--- src/rtl/subneg_bcd_display.sv ---
// rtl/subneg_bcd_display.sv - byte result to multiplexed 4-digit 7-segment display via double-dabble
// Ports:
//   clk, rst_n          clock, synchronous active-low reset
//   val_in, val_we      result byte and its one-cycle write strobe
//   signed_mode         interpret val_in as two's complement (sampled with val_in)
//   seg, dig_sel        segments {g,f,e,d,c,b,a} and one-hot digit enable (ones,tens,hundreds,sign)
//   busy                conversion in progress
module subneg_bcd_display #(
  parameter int REFRESH_DIV = 1024,
  parameter bit ACTIVE_LOW  = 1'b0
) (
  input  logic       clk,
  input  logic       rst_n,
  input  logic [7:0] val_in,
  input  logic       val_we,
  input  logic       signed_mode,
  output logic [6:0] seg,
  output logic [3:0] dig_sel,
  output logic       busy
);

  localparam logic [15:0] REFRESH_LAST = 16'(REFRESH_DIV - 1);

  typedef enum logic [1:0] {
    IDLE   = 2'd0,
    CONV   = 2'd1,
    COMMIT = 2'd2
  } state_t;

  state_t      state_q, state_d;
  logic [2:0]  iter_q, iter_d;
  logic [11:0] bcd_q, bcd_d;
  logic [7:0]  mag_q, mag_d;
  logic        sign_q, sign_d;
  logic        pend_valid_q, pend_valid_d;
  logic [7:0]  pend_val_q, pend_val_d;
  logic        pend_sm_q, pend_sm_d;
  logic [3:0]  disp_h_q, disp_h_d;
  logic [3:0]  disp_t_q, disp_t_d;
  logic [3:0]  disp_o_q, disp_o_d;
  logic        disp_sign_q, disp_sign_d;
  logic [15:0] refresh_q, refresh_d;
  logic [1:0]  idx_q, idx_d;

  logic        start;
  logic [7:0]  start_val;
  logic        start_sm;
  logic        start_neg;
  logic [7:0]  adj;
  logic [6:0]  seg_raw;
  logic [3:0]  dig_raw;

  function automatic logic [6:0] seg_code(input logic [3:0] d);
    case (d)
      4'd0:    return 7'h3F;
      4'd1:    return 7'h06;
      4'd2:    return 7'h5B;
      4'd3:    return 7'h4F;
      4'd4:    return 7'h66;
      4'd5:    return 7'h6D;
      4'd6:    return 7'h7D;
      4'd7:    return 7'h07;
      4'd8:    return 7'h7F;
      4'd9:    return 7'h6F;
      default: return 7'h00;
    endcase
  endfunction

  function automatic logic [3:0] dabble(input logic [3:0] n);
    return (n >= 4'd5) ? n + 4'd3 : n;
  endfunction

  // Only ones and tens need the add-3 step: with an 8-bit input the hundreds
  // nibble is at most 1 before the final shift, so it can never reach 5.
  always_comb begin
    state_d      = state_q;
    iter_d       = iter_q;
    bcd_d        = bcd_q;
    mag_d        = mag_q;
    sign_d       = sign_q;
    pend_valid_d = pend_valid_q;
    pend_val_d   = pend_val_q;
    pend_sm_d    = pend_sm_q;
    disp_h_d     = disp_h_q;
    disp_t_d     = disp_t_q;
    disp_o_d     = disp_o_q;
    disp_sign_d  = disp_sign_q;
    start        = 1'b0;
    start_val    = val_in;
    start_sm     = signed_mode;
    start_neg    = 1'b0;
    adj          = {dabble(bcd_q[7:4]), dabble(bcd_q[3:0])};

    case (state_q)
      IDLE: begin
        if (val_we) start = 1'b1;
      end
      CONV: begin
        if (val_we) begin
          pend_valid_d = 1'b1;
          pend_val_d   = val_in;
          pend_sm_d    = signed_mode;
        end
        bcd_d  = {bcd_q[10:8], adj, mag_q[7]};
        mag_d  = {mag_q[6:0], 1'b0};
        iter_d = iter_q + 3'd1;
        if (iter_q == 3'd7) state_d = COMMIT;
      end
      COMMIT: begin
        disp_h_d     = bcd_q[11:8];
        disp_t_d     = bcd_q[7:4];
        disp_o_d     = bcd_q[3:0];
        disp_sign_d  = sign_q;
        pend_valid_d = 1'b0;
        state_d      = IDLE;
        // A fresh strobe on the return-to-idle edge beats the buffered value.
        if (val_we) begin
          start = 1'b1;
        end else if (pend_valid_q) begin
          start     = 1'b1;
          start_val = pend_val_q;
          start_sm  = pend_sm_q;
        end
      end
      default: state_d = IDLE;
    endcase

    if (start) begin
      start_neg = start_sm & start_val[7];
      state_d   = CONV;
      iter_d    = 3'd0;
      bcd_d     = 12'd0;
      sign_d    = start_neg;
      // 0x80 negates to 0x80, which read unsigned is the correct 128.
      mag_d     = start_neg ? (~start_val + 8'd1) : start_val;
    end
  end

  always_comb begin
    refresh_d = refresh_q + 16'd1;
    idx_d     = idx_q;
    if (refresh_q == REFRESH_LAST) begin
      refresh_d = 16'd0;
      idx_d     = idx_q + 2'd1;
    end
  end

  always_comb begin
    seg_raw = 7'h00;
    dig_raw = 4'b0001;
    case (idx_q)
      2'd0: begin
        dig_raw = 4'b0001;
        seg_raw = seg_code(disp_o_q);
      end
      2'd1: begin
        dig_raw = 4'b0010;
        seg_raw = (disp_h_q == 4'd0 && disp_t_q == 4'd0) ? 7'h00 : seg_code(disp_t_q);
      end
      2'd2: begin
        dig_raw = 4'b0100;
        seg_raw = (disp_h_q == 4'd0) ? 7'h00 : seg_code(disp_h_q);
      end
      default: begin
        dig_raw = 4'b1000;
        seg_raw = disp_sign_q ? 7'h40 : 7'h00;
      end
    endcase
    seg     = ACTIVE_LOW ? ~seg_raw : seg_raw;
    dig_sel = ACTIVE_LOW ? ~dig_raw : dig_raw;
    busy    = (state_q != IDLE);
  end

  always_ff @(posedge clk) begin
    if (!rst_n) begin
      state_q      <= IDLE;
      iter_q       <= 3'd0;
      bcd_q        <= 12'd0;
      mag_q        <= 8'd0;
      sign_q       <= 1'b0;
      pend_valid_q <= 1'b0;
      pend_val_q   <= 8'd0;
      pend_sm_q    <= 1'b0;
      disp_h_q     <= 4'd0;
      disp_t_q     <= 4'd0;
      disp_o_q     <= 4'd0;
      disp_sign_q  <= 1'b0;
      refresh_q    <= 16'd0;
      idx_q        <= 2'd0;
    end else begin
      state_q      <= state_d;
      iter_q       <= iter_d;
      bcd_q        <= bcd_d;
      mag_q        <= mag_d;
      sign_q       <= sign_d;
      pend_valid_q <= pend_valid_d;
      pend_val_q   <= pend_val_d;
      pend_sm_q    <= pend_sm_d;
      disp_h_q     <= disp_h_d;
      disp_t_q     <= disp_t_d;
      disp_o_q     <= disp_o_d;
      disp_sign_q  <= disp_sign_d;
      refresh_q    <= refresh_d;
      idx_q        <= idx_d;
    end
  end

endmodule

--- config.mk ---
export PLATFORM = sky130hd
export DESIGN_NAME = subneg_bcd_display
export DESIGN_NICKNAME = d
export VERILOG_FILES = /design/src/rtl/subneg_bcd_display.sv
export SDC_FILE = /design/constraint.sdc
export NUM_CORES = 1
export LEC_CHECK = 0
export CAP_MARGIN = 20
export CORE_MARGIN = 2
export CORE_UTILIZATION = 40
export CTS_CLUSTER_DIAMETER = 40
export DETAILED_ROUTE_END_ITERATION = 7
export HOLD_SLACK_MARGIN = 0.1
export PLACE_DENSITY = 0.57
export SLEW_MARGIN = 20
export SYNTH_ARGS = -nofsm -noshare
export SYNTH_HDL_FRONTEND = slang
export SYNTH_SLANG_ARGS = --single-unit
--- constraint.sdc ---
create_clock -name clk -period 2.3 [get_ports clk]
set_clock_uncertainty 0.05 [all_clocks]
set_input_delay 0.46 -clock clk [delete_from_list [all_inputs] [get_ports clk]]
set_output_delay 0.46 -clock clk [all_outputs]
set_load 0.005 [all_outputs]
# Yosys cells after proc, flatten, opt, wreduce, memory -nomap -nowiden
# Memory sizes are Yosys's and may differ from the RTL's. A register that Yosys moved wholly into a read port is not among the register bits.
# Cells that the tools add are included.
# op_classes
addsub	6
magnitude_cmp	2
eq_ne	10
mux	31
n_bitwise	4
reduce_logical	14
# op_table
op	count
8-bit two-way mux	6
4-bit two-way mux	8
7-bit two-way mux	3
7-bit one-hot mux with 3 select lines	1
16-bit by 1-bit adder with 16-bit output (second input constant)	1
16-bit by 10-bit equality test with 1-bit output (second input constant)	1
4-bit one-hot mux with 3 select lines	1
4-bit by 2-bit adder with 4-bit output (second input constant)	2
8-bit by 1-bit adder with 8-bit output (second input constant)	1
4-bit by 3-bit >= comparator with 1-bit output (second input constant)	2
4-bit zero test	2
1-bit two-way mux	8
8-bit NOT	1
2-bit AND reduction	4
2-bit inequality test (second input constant)	3
2-bit nonzero test	3
2-bit by 1-bit equality test with 1-bit output (second input constant)	2
2-bit equality test (second input constant)	2
2-bit zero test	2
1-bit one-hot mux with 2 select lines	2
2-bit one-hot mux with 2 select lines	1
2-bit OR reduction	2
3-bit by 1-bit adder with 3-bit output (second input constant)	1
3-bit equality test (second input constant)	1
other kinds (6)	7
# totals
regBits	67
romBits	336
in_bits	12
output_inout_bits	12
elab_cells	85
memories	3
# memory_table
memory	depth	word_bits	read_ports	rd_clocked_by_memory_dff	wr	line_no	text
(name not given)	16	7	1	1	0	54	case (d)
(name not given)	16	7	1	1	0	54	
(name not given)	16	7	1	1	0	54	

# Depth between registers and ports, before layout
# logic_depth
word_depth	7
ltp_mapped	11
ltp_nobuf	8

# Worst setup path after synthesis
# No wires, ideal clock.
# synth_timing
path_type	input port to flip-flop
startpoint	in val_we
endpoint	reg mag_q[2]
setup_ps	124
arrival_time_ps	2056
required_ps	2126
setup_slack_ps	71
cell_stages	10
path_buffers	2
path_cell_list	nor4bb_1 > buf_4 > buf_4 > mux2i_1 > ha_1 > nand3b_1 > xor2_1 > nor2_1 > a211oi_1 > nor3_1
# synth_between
elab_chain_len	6
word_cells_on_any_way	13
classes_between	1 x add/sub; 9 x mux; 2 x bitwise; 1 x reduce/logical
# synth_lines
element	line_no	text
from (decl)	15	input logic val_we,
8-bit two-way mux	117	if (val_we) begin
8-bit two-way mux	94	case (state_q)
8-bit NOT	135	mag_d = start_neg ? (~start_val + 8'd1) : start_val;
8-bit by 1-bit adder with 8-bit output	135	
8-bit two-way mux	135	
8-bit two-way mux	128	if (start) begin
to (signal assigned)	194	mag_q <= mag_d;
to (decl)	33	logic [7:0] mag_q, mag_d;
# Parallel ways exist; a longest one is shown, timed or not.
# A chain may end at the register's enable or synchronous reset.

# Worst setup path after layout
# layout_timing
startpoint	reg disp_h_q[0]
endpoint	out seg[6]
# layout_between
elab_chain_len	4
word_cells_on_any_way	5
classes_between	3 x mux; 2 x reduce/logical
# layout_lines
element	line_no	text
from (decl)	38	logic [3:0] disp_h_q, disp_h_d;
from (signal assigned)	199	disp_h_q <= disp_h_d;
4-bit zero test *	158, 162	
1-bit logical AND	158	seg_raw = (disp_h_q == 4'd0 && disp_t_q == 4'd0) ? 7'h00 : seg_code(disp_t_q);
7-bit two-way mux	158	
7-bit one-hot mux with 3 select lines *	151	case (idx_q)
to (decl)	17	output logic [6:0] seg,
# Every way passes the cells marked *; elsewhere a longest branch is shown, timed or not.

==> key figures <==
Drt
  • Avg WL per Cell: 13.63 µm
  • Vias per cell: 5.059
  • Vias: 3526
  • Final ANT Viol Nets: 0
  • Initial DRC Count: 253
  • WL met2: 4586 µm
  • DR pass1 iterations: 5
  • Routed wl met3: 289 µm
  • Highest metal used: met4
  • DRC errors left: 0
  • WL met1: 4561 µm
  • Routed WL: 9497 µm

Placed design
  • Port Buffers: 23
  • Cells after DPL: 681
  • Placed wire-length estimate: 6883 µm
  • Final GP Congestion: 0.8741

Power and ir drop
  • Internal power: 2.332 mW
  • Sequential group share of total power: 51.9%
  • Clk network pwr share: 40.2%
  • PnR Total Power: 3.039 mW
  • Pleak: 2.227 nW
  • Switching Power: 0.7068 mW
  • Pwr/cell area: 577.0 nW/µm²
  • Max VDD drop: 365.1 µV
  • Comb pwr share: 7.9%
  • Switch share: 23.26%

Floorplan
  • Core Area: 10840 µm²
  • Die ar.: 11980 µm²
  • Chip Width: 109.4 µm
  • Height of the die: 109.4 µm
  • Top Ports: 24
  • Initial core utilization: 41.02%
  • Row count: 38

Yosys
  • Mean Syn Cell Area: 8.753 µm²
  • Yosys top cell by area: dfxtp_1
  • Ys async rst share: 0%
  • EDFF count, synth: 0
  • Top FF cell, synth: dfxtp_1
  • Sequential share of the synthesized area: 39.62%
  • Post-synth top cells: dfxtp_1, nor2_1, nand2_1
  • Synth top area cells: dfxtp_1, ha_1, mux2i_1
  • Ys Warns: 0
  • Synth cell types: 57
  • Post-synthesis register bit count: 88
  • Post-Synthesis Net Count: 552
  • Cells after Synth: 508
  • Most frequent cell after synthesis: dfxtp_1
  • Synth top area share: 39.62%
  • Cell Area, Synth: 4447 µm²

Setup path
  • Crit path capture type: output port
  • Top delay family on crit path: compound AO/OA/AOI/OAI gates
  • CP cell instances: nor4_4, buf_4, nor2b_4, a221o_1, a21oi_2, a21oi_1, buf_2
  • Slowest stage cell, crit path: dfxtp_2
  • CP peak stage delay: 340 ps
  • Worst Path Max Fanout: 2
  • FF-to-FF setup slack: 220 ps
  • Arrival @ worst endpoint: 1790 ps
  • Reg2Reg Depth: 9
  • Worst r2r src: state_q[1]
  • Startpoint Class: flop
  • CP Data Required Time: 1790 ps
  • CP Class: reg -> out
  • CP Buf/Inv Count: 2

Clocking
  • Worst skew pair latency: 360 ps
  • H-tree levels: 3
  • Clk buf depth: 2
  • Root Buffer: clkbuf_8
  • TritonCTS buffer count: 9
  • Hold Buf Count CTS: 0
  • Clk sink count: 88
  • CTS clk-pin slew, worst paths: 90 ps
  • CTS tree: done

Timing
  • Relative slew slack: 77.93%
  • Crit path time final: 2299 ps
  • Pins Over Slew Limit: 0
  • Period utilization: 99.96%
  • Setup TNS: 0 ps
  • RSZ-0062 raised after global routing: yes
  • Max frequency: 0.4350 GHz
  • Worst-Margin Slew: 330.4 ps
  • Final hold vios: 0
  • Setup-failing EPs final: 0

Hold path
  • Hold Crit Class: reg -> reg
  • Worst Hold Path EP: bcd_q[11]
  • Hold path cells: 2
  • Hold_sp: bcd_q[11]

GRT
  • Vias in the first global route: 3493
  • Global-route wire length before repair: 16210 µm
  • Initial antenna violation count: 0
  • Total grt overflow: 0
  • Tot GR Track Use: 17.10%
  • Largest net degree at the start of global routing: 23

Flow run
  • Max-Cap Viols: 0

Layout
  • Fin nets: 597
  • Synth-to-Final Area Change: 18.46%
  • Non-Filler Instances: 697
  • Diode count: 0
  • Filler cells: 1041
  • Share of layout cells above drive strength 1: 17.24%

Status
  • Outcome: completed
## layout by cell type, fill, tap and decap left out, types with 2 or more instances in the layout
cell              n
dfxtp_1          84
nor2_1           66
nand2_1          43
a21oi_1          41
ha_1             31
buf_4            27
mux2i_1          26
inv_1            22
nor3_1           17
o21ai_1          16
clkdlybuf4s50_1  15
nand3_1          14
xnor2_1          14
xor2_1           13
clkbuf_8         11
o21ai_0           9
nand2b_1          8
buf_2             7
inv_2             6
a222oi_1          6
o22ai_1           6
nand2_2           5
and3_1            5
dfxtp_2           4
mux2_4            3
a21o_1            3
nand4_1           3
buf_12            3
or2_2             2
nand2b_4          2
and2_1            2
nand3b_1          2
nor2_2            2
a22oi_2           2
a211oi_1          2
bufinv_16         2
## repair_timing
| item | CTS | global route |
|---|---|---|
| cloned | 0 | 0 |
| setup endpoints to repair | 7 | 10 |
| setup buffers | 0 | 1 |
| gates resized for setup | 38 | 7 |
| pin swaps | 14 | 12 |
## kinds of logic (layout without fill, tap and decap cells)
kind of cell	after synthesis	after routing	synth area share, %
buffers and inverters	48	97	5.065
AO/OA/AOI/OAI	96	96	13.20
multiplexers	31	31	7.344
AND/OR/NAND/NOR	186	186	20.46
XOR/XNOR	27	27	5.318
flip-flops	88	88	39.62
adder cells (fa/ha/maj)	32	32	9.004
## stage by stage
stage                     util [%]  instance area [µm²]  setup WS, ps  hold WS, ps
after floorplan                  -                 4447         70.74        385.8
after global placement       46.13                 5001        -260.4        394.8
after detailed placement     46.13                 5001        -325.5        403.2
after CTS                    48.29                 5235        -30.62        416.6
after global routing         48.59                 5268        -129.7        428.2
final                        48.59                 5268        0.9756        412.8
## final cells by class
| type | instances | area [µm²] | share of cell area, % |
|---|---|---|---|
| clock buffer | 11 | 151.4 | 2.874 |
| timing repair buffer | 54 | 471.7 | 8.955 |
| inverter | 28 | 105.1 | 1.995 |
| sequential | 88 | 1767 | 33.54 |
| tap | 140 | 175.2 | 3.325 |
| multi-input combinational | 372 | 2521 | 47.86 |
| clock inverter | 4 | 76.32 | 1.449 |
## tightest hold or removal path, cell delays in order, from the launching register on
cell and delay [ps]:
dfxtp_1 320, nand2_1 50, a21oi_1 50
## power by group through the flow
stage / sequential (mW) / clock, mW / combinational (mW)
after global routing: 1.58 / 1.33 / 0.269
final: 1.58 / 1.22 / 0.241
after detailed placement: 1.61 / 0 / 0.241
after floorplan: 1.61 / 0 / 0.153
after CTS: 1.58 / 1.27 / 0.242
after global placement: 1.61 / 0 / 0.239
## routing by layer
layer | global-route usage, % | vias up
li1 | - | 1832
met3 | 3.734 | 6
met4 | 5.244 | 0
met1 | 21.55 | 1635
met5 | 0 | -
met2 | 29.14 | 53
## worst max path at each step
stage	from	end	slack, ps	cells after the start
2_1_floorplan	val_we	mag_q[2]	70	10
3_3_place_gp	val_we	mag_q[2]	-260	10
3_5_place_dp	val_we	mag_q[4]	-330	10
4_1_cts	disp_h_q[3]	seg[2]	-30	7
5_1_grt	disp_h_q[0]	seg[2]	-130	7
6_report	disp_h_q[0]	seg[6]	1	7
Note: power is estimated with default switching activity, not from simulation.
